===== config.mk =====
export PLATFORM = sky130hd
export DESIGN_NAME = id_exe_pipe_reg
export DESIGN_NICKNAME = d
export VERILOG_FILES = /design/src/rtl/arm_pkg.sv /design/src/rtl/id_exe_pipe_reg_field.sv /design/src/rtl/id_exe_pipe_reg.sv
export SDC_FILE = /design/constraint.sdc
export NUM_CORES = 1
export LEC_CHECK = 0
export ABC_AREA = 1
export CORE_ASPECT_RATIO = 0.6
export CORE_UTILIZATION = 35
export CTS_CLUSTER_DIAMETER = 200
export DETAILED_ROUTE_END_ITERATION = 10
export PLACE_DENSITY_LB_ADDON = 0.2
export SETUP_SLACK_MARGIN = 0.2
export SKIP_LAST_GASP = 1
export SYNTH_ARGS = -nofsm -noshare
export SYNTH_HDL_FRONTEND = slang
export SYNTH_SLANG_ARGS = --single-unit

===== constraint.sdc =====
create_clock -name clk -period 1.55 [get_ports clk]
set_input_delay 0.3875 -clock clk [delete_from_list [all_inputs] [get_ports clk]]
set_output_delay 0.3875 -clock clk [all_outputs]
set_load 0.01 [all_outputs]

===== src/rtl/arm_pkg.sv =====
// Shared ARM core definitions: ALU command encodings, NZCV bit positions, field widths.
package arm_pkg;

  localparam int unsigned REG_IDX_W  = 4;
  localparam int unsigned SHIFT_OP_W = 12;
  localparam int unsigned IMM24_W    = 24;
  localparam int unsigned EXE_CMD_W  = 4;
  localparam int unsigned SR_W       = 4;

  localparam logic [EXE_CMD_W-1:0] EXE_CMD_MOV = 4'b0001;
  localparam logic [EXE_CMD_W-1:0] EXE_CMD_MVN = 4'b1001;
  localparam logic [EXE_CMD_W-1:0] EXE_CMD_ADD = 4'b0010;
  localparam logic [EXE_CMD_W-1:0] EXE_CMD_ADC = 4'b0011;
  localparam logic [EXE_CMD_W-1:0] EXE_CMD_SUB = 4'b0100;
  localparam logic [EXE_CMD_W-1:0] EXE_CMD_SBC = 4'b0101;
  localparam logic [EXE_CMD_W-1:0] EXE_CMD_AND = 4'b0110;
  localparam logic [EXE_CMD_W-1:0] EXE_CMD_ORR = 4'b0111;
  localparam logic [EXE_CMD_W-1:0] EXE_CMD_EOR = 4'b1000;

  localparam int unsigned SR_N = 3;
  localparam int unsigned SR_Z = 2;
  localparam int unsigned SR_C = 1;
  localparam int unsigned SR_V = 0;

endpackage


===== src/rtl/id_exe_pipe_reg_field.sv =====
// One pipeline field: reset and flush clear it, freeze (en low) holds it.
module pipe_field_reg #(
  parameter int unsigned WIDTH = 1
) (
  input  logic             clk,
  input  logic             rst,
  input  logic             clr,
  input  logic             en,
  input  logic [WIDTH-1:0] d,
  output logic [WIDTH-1:0] q
);

  always_ff @(posedge clk) begin
    if (rst || clr) q <= '0;
    else if (en)    q <= d;
  end

endmodule


===== src/rtl/id_exe_pipe_reg.sv =====
// ID/EXE pipeline register: condition-failed instructions become bubbles; honours flush and freeze.
module id_exe_pipe_reg
  import arm_pkg::*;
#(
  parameter int unsigned DATA_W = 32,
  parameter int unsigned CNT_W  = 16
) (
  input  logic                  clk,
  input  logic                  rst,
  input  logic                  flush,
  input  logic                  freeze,
  input  logic                  cond_pass,
  input  logic                  id_valid,
  input  logic                  wb_en_in,
  input  logic                  mem_r_en_in,
  input  logic                  mem_w_en_in,
  input  logic                  b_in,
  input  logic                  s_in,
  input  logic [EXE_CMD_W-1:0]  exe_cmd_in,
  input  logic                  imm_in,
  input  logic [DATA_W-1:0]     pc_in,
  input  logic [DATA_W-1:0]     val_rn_in,
  input  logic [DATA_W-1:0]     val_rm_in,
  input  logic [SHIFT_OP_W-1:0] shift_operand_in,
  input  logic [IMM24_W-1:0]    signed_imm24_in,
  input  logic [REG_IDX_W-1:0]  dest_in,
  input  logic [REG_IDX_W-1:0]  src1_in,
  input  logic [REG_IDX_W-1:0]  src2_in,
  input  logic [SR_W-1:0]       sr_in,
  output logic                  wb_en_out,
  output logic                  mem_r_en_out,
  output logic                  mem_w_en_out,
  output logic                  b_out,
  output logic                  s_out,
  output logic [EXE_CMD_W-1:0]  exe_cmd_out,
  output logic                  imm_out,
  output logic [DATA_W-1:0]     pc_out,
  output logic [DATA_W-1:0]     val_rn_out,
  output logic [DATA_W-1:0]     val_rm_out,
  output logic [SHIFT_OP_W-1:0] shift_operand_out,
  output logic [IMM24_W-1:0]    signed_imm24_out,
  output logic [REG_IDX_W-1:0]  dest_out,
  output logic [REG_IDX_W-1:0]  src1_out,
  output logic [REG_IDX_W-1:0]  src2_out,
  output logic [SR_W-1:0]       sr_out,
  output logic                  valid_out,
  output logic                  carry_out,
  output logic [CNT_W-1:0]      squash_cnt,
  output logic [CNT_W-1:0]      issue_cnt
);

  logic live;
  logic load;
  logic squash;

  assign live   = id_valid & cond_pass;
  assign squash = id_valid & ~cond_pass;
  assign load   = ~flush & ~freeze;

  pipe_field_reg #(.WIDTH(DATA_W)) u_pc (
    .clk(clk), .rst(rst), .clr(flush), .en(~freeze), .d(pc_in), .q(pc_out));
  pipe_field_reg #(.WIDTH(DATA_W)) u_val_rn (
    .clk(clk), .rst(rst), .clr(flush), .en(~freeze), .d(val_rn_in), .q(val_rn_out));
  pipe_field_reg #(.WIDTH(DATA_W)) u_val_rm (
    .clk(clk), .rst(rst), .clr(flush), .en(~freeze), .d(val_rm_in), .q(val_rm_out));
  pipe_field_reg #(.WIDTH(SHIFT_OP_W)) u_shift_operand (
    .clk(clk), .rst(rst), .clr(flush), .en(~freeze), .d(shift_operand_in),
    .q(shift_operand_out));
  pipe_field_reg #(.WIDTH(IMM24_W)) u_signed_imm24 (
    .clk(clk), .rst(rst), .clr(flush), .en(~freeze), .d(signed_imm24_in),
    .q(signed_imm24_out));
  pipe_field_reg #(.WIDTH(REG_IDX_W)) u_dest (
    .clk(clk), .rst(rst), .clr(flush), .en(~freeze), .d(dest_in), .q(dest_out));
  pipe_field_reg #(.WIDTH(REG_IDX_W)) u_src1 (
    .clk(clk), .rst(rst), .clr(flush), .en(~freeze), .d(src1_in), .q(src1_out));
  pipe_field_reg #(.WIDTH(REG_IDX_W)) u_src2 (
    .clk(clk), .rst(rst), .clr(flush), .en(~freeze), .d(src2_in), .q(src2_out));
  pipe_field_reg #(.WIDTH(SR_W)) u_sr (
    .clk(clk), .rst(rst), .clr(flush), .en(~freeze), .d(sr_in), .q(sr_out));

  // Control bits are masked by liveness so a failed condition loads as a bubble.
  always_ff @(posedge clk) begin
    if (rst || flush) begin
      wb_en_out    <= 1'b0;
      mem_r_en_out <= 1'b0;
      mem_w_en_out <= 1'b0;
      b_out        <= 1'b0;
      s_out        <= 1'b0;
      exe_cmd_out  <= '0;
      imm_out      <= 1'b0;
      valid_out    <= 1'b0;
      carry_out    <= 1'b0;
    end else if (!freeze) begin
      wb_en_out    <= wb_en_in & live;
      mem_r_en_out <= mem_r_en_in & live;
      mem_w_en_out <= mem_w_en_in & live;
      b_out        <= b_in & live;
      s_out        <= s_in & live;
      exe_cmd_out  <= exe_cmd_in;
      imm_out      <= imm_in;
      valid_out    <= live;
      carry_out    <= sr_in[SR_C];
    end
  end

  always_ff @(posedge clk) begin
    if (rst) begin
      issue_cnt  <= '0;
      squash_cnt <= '0;
    end else if (load) begin
      if (live)   issue_cnt  <= issue_cnt + 1'b1;
      if (squash) squash_cnt <= squash_cnt + 1'b1;
    end
  end

endmodule


==> results of run 1 <==
-- repair_timing --
item | in CTS | in global routing
cloned | 0 | 0
setup buffers | 10 | 13
hold buffers | 0 | 0
resized for setup | 867 | 75
pin swaps | 3 | 10
endpoints found under the setup margin | 202 | 63
-- synth_stat cells, drive strengths merged --
| library cell | n | area (um2) |
|---|---|---|
| nor2 | 57 | 245.2 |
| nand3b | 1 | 7.510 |
| o21bai | 1 | 7.510 |
| o21ai | 10 | 50.04 |
| nor3b | 1 | 7.510 |
| nand2 | 371 | 1400 |
| nor3 | 5 | 25.02 |
| buf | 41 | 221.5 |
| inv | 29 | 108.9 |
| clkbuf | 15 | 56.30 |
| nand4 | 5 | 31.28 |
| dfxtp | 191 | 3824 |
| xor2 | 3 | 26.28 |
| clkinv | 2 | 12.51 |
| a21oi | 177 | 885.9 |
| nand3 | 20 | 100.1 |
| a211oi | 1 | 7.510 |
| ha | 2 | 25.02 |
-- sequential cells by signal (all words and copies together), names as in the netlist --
signal and cells:
u_sr.q 4, issue_cnt 16, u_pc.q 32, u_shift_operand.q 12
mem_r_en_out 1, u_src2.q 4, valid_out 1, exe_cmd_out 4
squash_cnt 16, s_out 1, b_out 1, u_signed_imm24.q 24
u_src1.q 4, u_val_rm.q 32, mem_w_en_out 1, imm_out 1
u_dest.q 4, wb_en_out 1, u_val_rn.q 32
-- through the flow --
stage / setup WS (ps) / hold WS (ps)
finish: 220.0 / 457.1
global route: 160.4 / 471.4
CTS: 175.5 / 460.3
detailed placement: -278.5 / 453.0
global placement: -214.4 / 449.3
floorplan: 216.7 / 479.4
-- final timing paths --
check,from,endpoint,cells after the start
max reg2reg,squash_cnt[1]$_SDFFE_PP0P_,squash_cnt[14]$_SDFFE_PP0P_,8
min,u_pc.q[8]$_SDFFE_PP0N_,u_pc.q[8]$_SDFFE_PP0N_,2
max,squash_cnt[1]$_SDFFE_PP0P_,squash_cnt[1],1
min reg2reg,u_pc.q[8]$_SDFFE_PP0N_,u_pc.q[8]$_SDFFE_PP0N_,2
-- final cells by class --
type	count	area, um2
Inverter	31	121.4
Tap cell	266	332.8
Multi-Input combinational cell	654	2962
Clock buffer	18	439.2
Fill cell	1853	8173
Clock inverter	14	155.1
Timing Repair Buffer	408	3223
Sequential cell	191	3966
-- cell families after synthesis --
family | count (synthesis) | synth area share
AO/OA/AOI/OAI | 189 | 0.1350
XOR/XNOR | 3 | 0.003732
adder cells (fa/ha/maj) | 2 | 0.003553
buffers and inverters | 87 | 0.05668
flip-flops | 191 | 0.5430
AND/OR/NAND/NOR | 460 | 0.2580
-- power by group --
group	total [W]	internal (W)	switching, W
clock network	0.00446	0.00245	0.00202
logic	0.00116	0.000619	0.000541
registers	0.00509	0.00502	0.0000687
total	0.0107	0.00809	0.00263
-- layer usage --
layer  global-route usage  wire, um  vias to the layer above
met5                    0         0                        -
met4              0.06887       448                        0
met3              0.08374      1893                       32
met2               0.3727     11280                      214
met1               0.2793     10430                     3248
li1                     -         -                     3722
==> reports/metrics.yaml, run 1 <==
n_antenna_cell: 0
pin_count: 356
grt_pass1_wl_um: 36920
fmax_mhz: 751.9
crit_type: "flip-flop to primary output"
synthCells: 932
instances_no_fill: 1582
hold_viol: 0
final_layout_size_suffix_gt1_frac: 0.3024
totalWireLength_um: 24050
grt.total_usage: 0.2282
dp.cells: 1527
final_common_cell: "nand2_1"
avgSynthCellArea_um2: 7.556
port_buffers: 355
vdd_ir_drop_max_v: 0.0006799
dpl-instance-area_um2: 10960
synth_nets: 1098
yosysSeqAreaShare: 0.5430
path_clk_slew_ps: 70
rows: 39
r2r_slack_ps: 260
finalSetupTns_ps: 0
die_area_um2: 20710
drv_slew: 0
die_x_um: 185.1
gp_congestion: 0.8192
fin_nets: 1469
mostFrequentLayoutCells: "nand2_1, a21oi_1, buf_2, clkdlybuf4s50_1, dfxtp_1"
critPathTopFamily: "flip-flops"
finalPower_w: 0.01071
max_stage_delay_ps: 390
p_leak_nw: 4.879
hpwl_um: 16650
fin_util: 0.5781
wl_per_cell_um: 15.20
stdcell_area_um2: 11200
critPathMaxFanout: 5
crit_path_cell_trace: "buf_6"
grt_max_degree: 129
cp_slowest_cell: "dfxtp_4"
post-route-period-util: 0.8581
setup_viol: 0
synth_cell_types: 28
required_ps: 1160
insertion_delay_ps: 440
hold_class: "flip-flop to flip-flop"
cts_sinks: 191
antenna_found_initial: 0
route.detailed.drc: 0
end_kind: "primary output"
cts_tree: "done"
max-slew-margin-rel: 0.6234
num_vias: 7216
drv_cap: 0
start_util: 0.3635
first_global_vias: 6960
coreArea_um2: 19370
netlist_area_um2: 7042
crit_arrival_ps: 940
overflow: 0
powerDensity_nw_per_um2: 956.7
fin_crit_ps: 1330
clockBufferDepth: 2
root_buffer: "clkbuf_16"
yosysWarnings: 0
htreeDepth: 4
worst_pin_slew_ps: 564.8
start_kind: "flip-flop"
syn_to_final_growth_pct: 59.04
finClkSkew_ps: 14.26
ant_nets: 0
viasPerCell: 4.561
crit_buf_inv: 1
cts_buffers: 17
dieHeight_um: 111.9
drt_pass1_iterations: 4
drt_iter0_markers: 403
status: "finished clean"
grt_setup_unrepaired: "yes"
ys_ff_latch: 191
(Power assumes the default switching activity.)
==> inputs of run 2 (changes only) <==
Settings changed: CELL_PAD_IN_SITES_DETAIL_PLACEMENT set to 1, CELL_PAD_IN_SITES_GLOBAL_PLACEMENT set to 2, CORE_UTILIZATION 35 to 21.
==> run 2 against run 1 <==
Count of clock-buffer cells in the layout rose by 1. Clock skew is 1.4 ps lower. Sequential cell count unchanged. Cell area rose by 7.7%. Critical path type unchanged. Critical endpoint is now squash_cnt[11]. Largest power group unchanged. Highest routed layer is now met5.
==> reports/metrics.yaml, run 2 (same netlist as run 1, synthesis figures left out) <==
drt_iter0_markers: 254
post-route-period-util: 0.8589
reg_top3: "u_pc.q (32), u_val_rm.q (32), u_val_rn.q (32)"
hp-start: "flush"
die_area_um2: 34290
fin_crit_ps: 1331
cts_sinks: 191
holdPathStages: 4
n_antenna_cell: 0
root_buffer: "clkbuf_16"
dieHeight_um: 143.8
fin_nets: 1481
setup_slack_ps: 218.7
use_met2: 0.2630
pwr-share-seq: 0.470
crit_buf_inv: 1
r2r-start: "squash_cnt[0]$_SDFFE_PP0P_"
hold_end: "squash_cnt[0]$_SDFFE_PP0P_"
clockPowerShare: 0.413
multiInputGateArea_um2: 2987
met3_usage: 0.06281
drt_pass1_iterations: 4
clockBufferDepth: 2
route.detailed.drc: 0
final_layout_size_suffix_gt1_frac: 0.3708
crit_arrival_ps: 940
crit_type: "flip-flop to primary output"
fin_util: 0.3686
regToRegEndpoint: "squash_cnt[8]$_SDFFE_PP0P_"
cts_hold_buf: 0
cts_tree: "done"
ff2ff_path_depth: 7
finalSetupTns_ps: 0
fill_cells: 3892
finClkSkew_ps: 12.87
mostFrequentLayoutCells: "nand2_1, a21oi_1, clkdlybuf4s50_1, dfxtp_2, buf_4"
start_kind: "flip-flop"
insertion_delay_ps: 440
antenna_found_initial: 1
grt-busiest-layer: "met2"
dpl-instance-area_um2: 11280
critPathMaxFanout: 6
start_util: 0.2151
switchingPower_w: 0.002732
dp_slack_ps: -362.2
worst_pin_slew_ps: 628.3
path_clk_slew_ps: 70
grt_pass1_wl_um: 43950
internal-power_w: 0.008151
coreArea_um2: 32740
critPathTopFamily: "flip-flops"
grt_setup_unrepaired: "yes"
port_buffers: 355
wl_per_cell_um: 16.95
max_stage_delay_ps: 390
syn_to_final_growth_pct: 71.36
stdcell_area_um2: 12070
regArea_um2: 4061
overflow: 0
hold_class: "input port to flip-flop"
viasPerCell: 4.169
first_global_vias: 7316
p_leak_nw: 5.024
rows: 51
hpwl_um: 21670
ant_nets: 0
pwr-share-comb: 0.117
gr-usage-met1: 0.2205
final_common_cell: "nand2_1"
hold_viol: 0
fmax_mhz: 751.1
pin_count: 356
num_vias: 7409
grt.total_usage: 0.1701
drv_slew: 0
r2r_slack_ps: 260
crit_path_cell_trace: "buf_6"
cts_buffers: 17
end_kind: "primary output"
htreeDepth: 4
sw_frac_of_total: 0.2510
setup_viol: 0
status: "finished clean"
drv_cap: 0
required_ps: 1160
powerDensity_nw_per_um2: 901.9
die_x_um: 238.4
totalWireLength_um: 30120
gp_congestion: 0.7268
grt_max_degree: 124
vdd_ir_drop_max_v: 0.0006993
cp_slowest_cell: "dfxtp_4"
timing.hold.ws_ps: 399.5
max-slew-margin-rel: 0.5811
run 2: cell types whose count changed in the layout (fill, tap and decap cells not counted), sizes merged:
cell | previous run | this run
clkbuf | 18 | 20
inv | 34 | 32
buf | 246 | 257
clkinvlp | 4 | 1
clkinv | 5 | 8
run 2: metrics by stage:
step	instances	power (W)
2_1_floorplan	932	0.005664
3_3_place_gp	1722	0.006540
3_5_place_dp	1722	0.006551
4_1_cts	1769	0.01104
5_1_grt	1777	0.01144
6_report	1777	0.01088
run 2: worst max path at each step:
stage | end | slack, ps | cells past startpoint | from
after floorplan | squash_cnt[10]$_SDFFE_PP0P_ | 220 | 8 | squash_cnt[0]$_SDFFE_PP0P_
after global placement | squash_cnt[14]$_SDFFE_PP0P_ | -310 | 9 | id_valid
after detailed placement | squash_cnt[14]$_SDFFE_PP0P_ | -360 | 9 | id_valid
after CTS | pc_out[3] | 130 | 1 | u_pc.q[3]$_SDFFE_PP0N_
after global routing | squash_cnt[11] | 160 | 1 | squash_cnt[11]$_SDFFE_PP0P_
final | squash_cnt[11] | 220 | 1 | squash_cnt[11]$_SDFFE_PP0P_
run 2: repair_timing:
item,4_1_cts,5_1_grt
gates resized for setup,911,215
setup buffers,16,8
pin swaps,6,8
endpoints found under the setup margin,209,156
run 2: area by class of cell:
type	count	share of cell area
clock inverter	12	0.01120
timing repair buffer	420	0.3113
tap	450	0.04666
inverter	31	0.01006
multi-input combinational	654	0.2475
clock buffer	19	0.03671
sequential	191	0.3366
run 2: layer usage:
layer	up-vias	share of wire	wire (um)
li1	3744	-	-
met1	3481	0.46	13710
met2	161	0.46	13970
met3	21	0.065	1947
met4	2	0.016	474
met5	-	0.00043	13
run 2: power by group through the flow:
| stage | Sequential, W | Combinational [W] | Clock (W) |
|---|---|---|---|
| detailed placement | 0.00522 | 0.00133 | 0 |
| floorplan | 0.00527 | 0.000389 | 0 |
| CTS | 0.00509 | 0.00125 | 0.00471 |
| finish | 0.00511 | 0.00127 | 0.00450 |
| global route | 0.00513 | 0.00139 | 0.00493 |
| global placement | 0.00521 | 0.00133 | 0 |
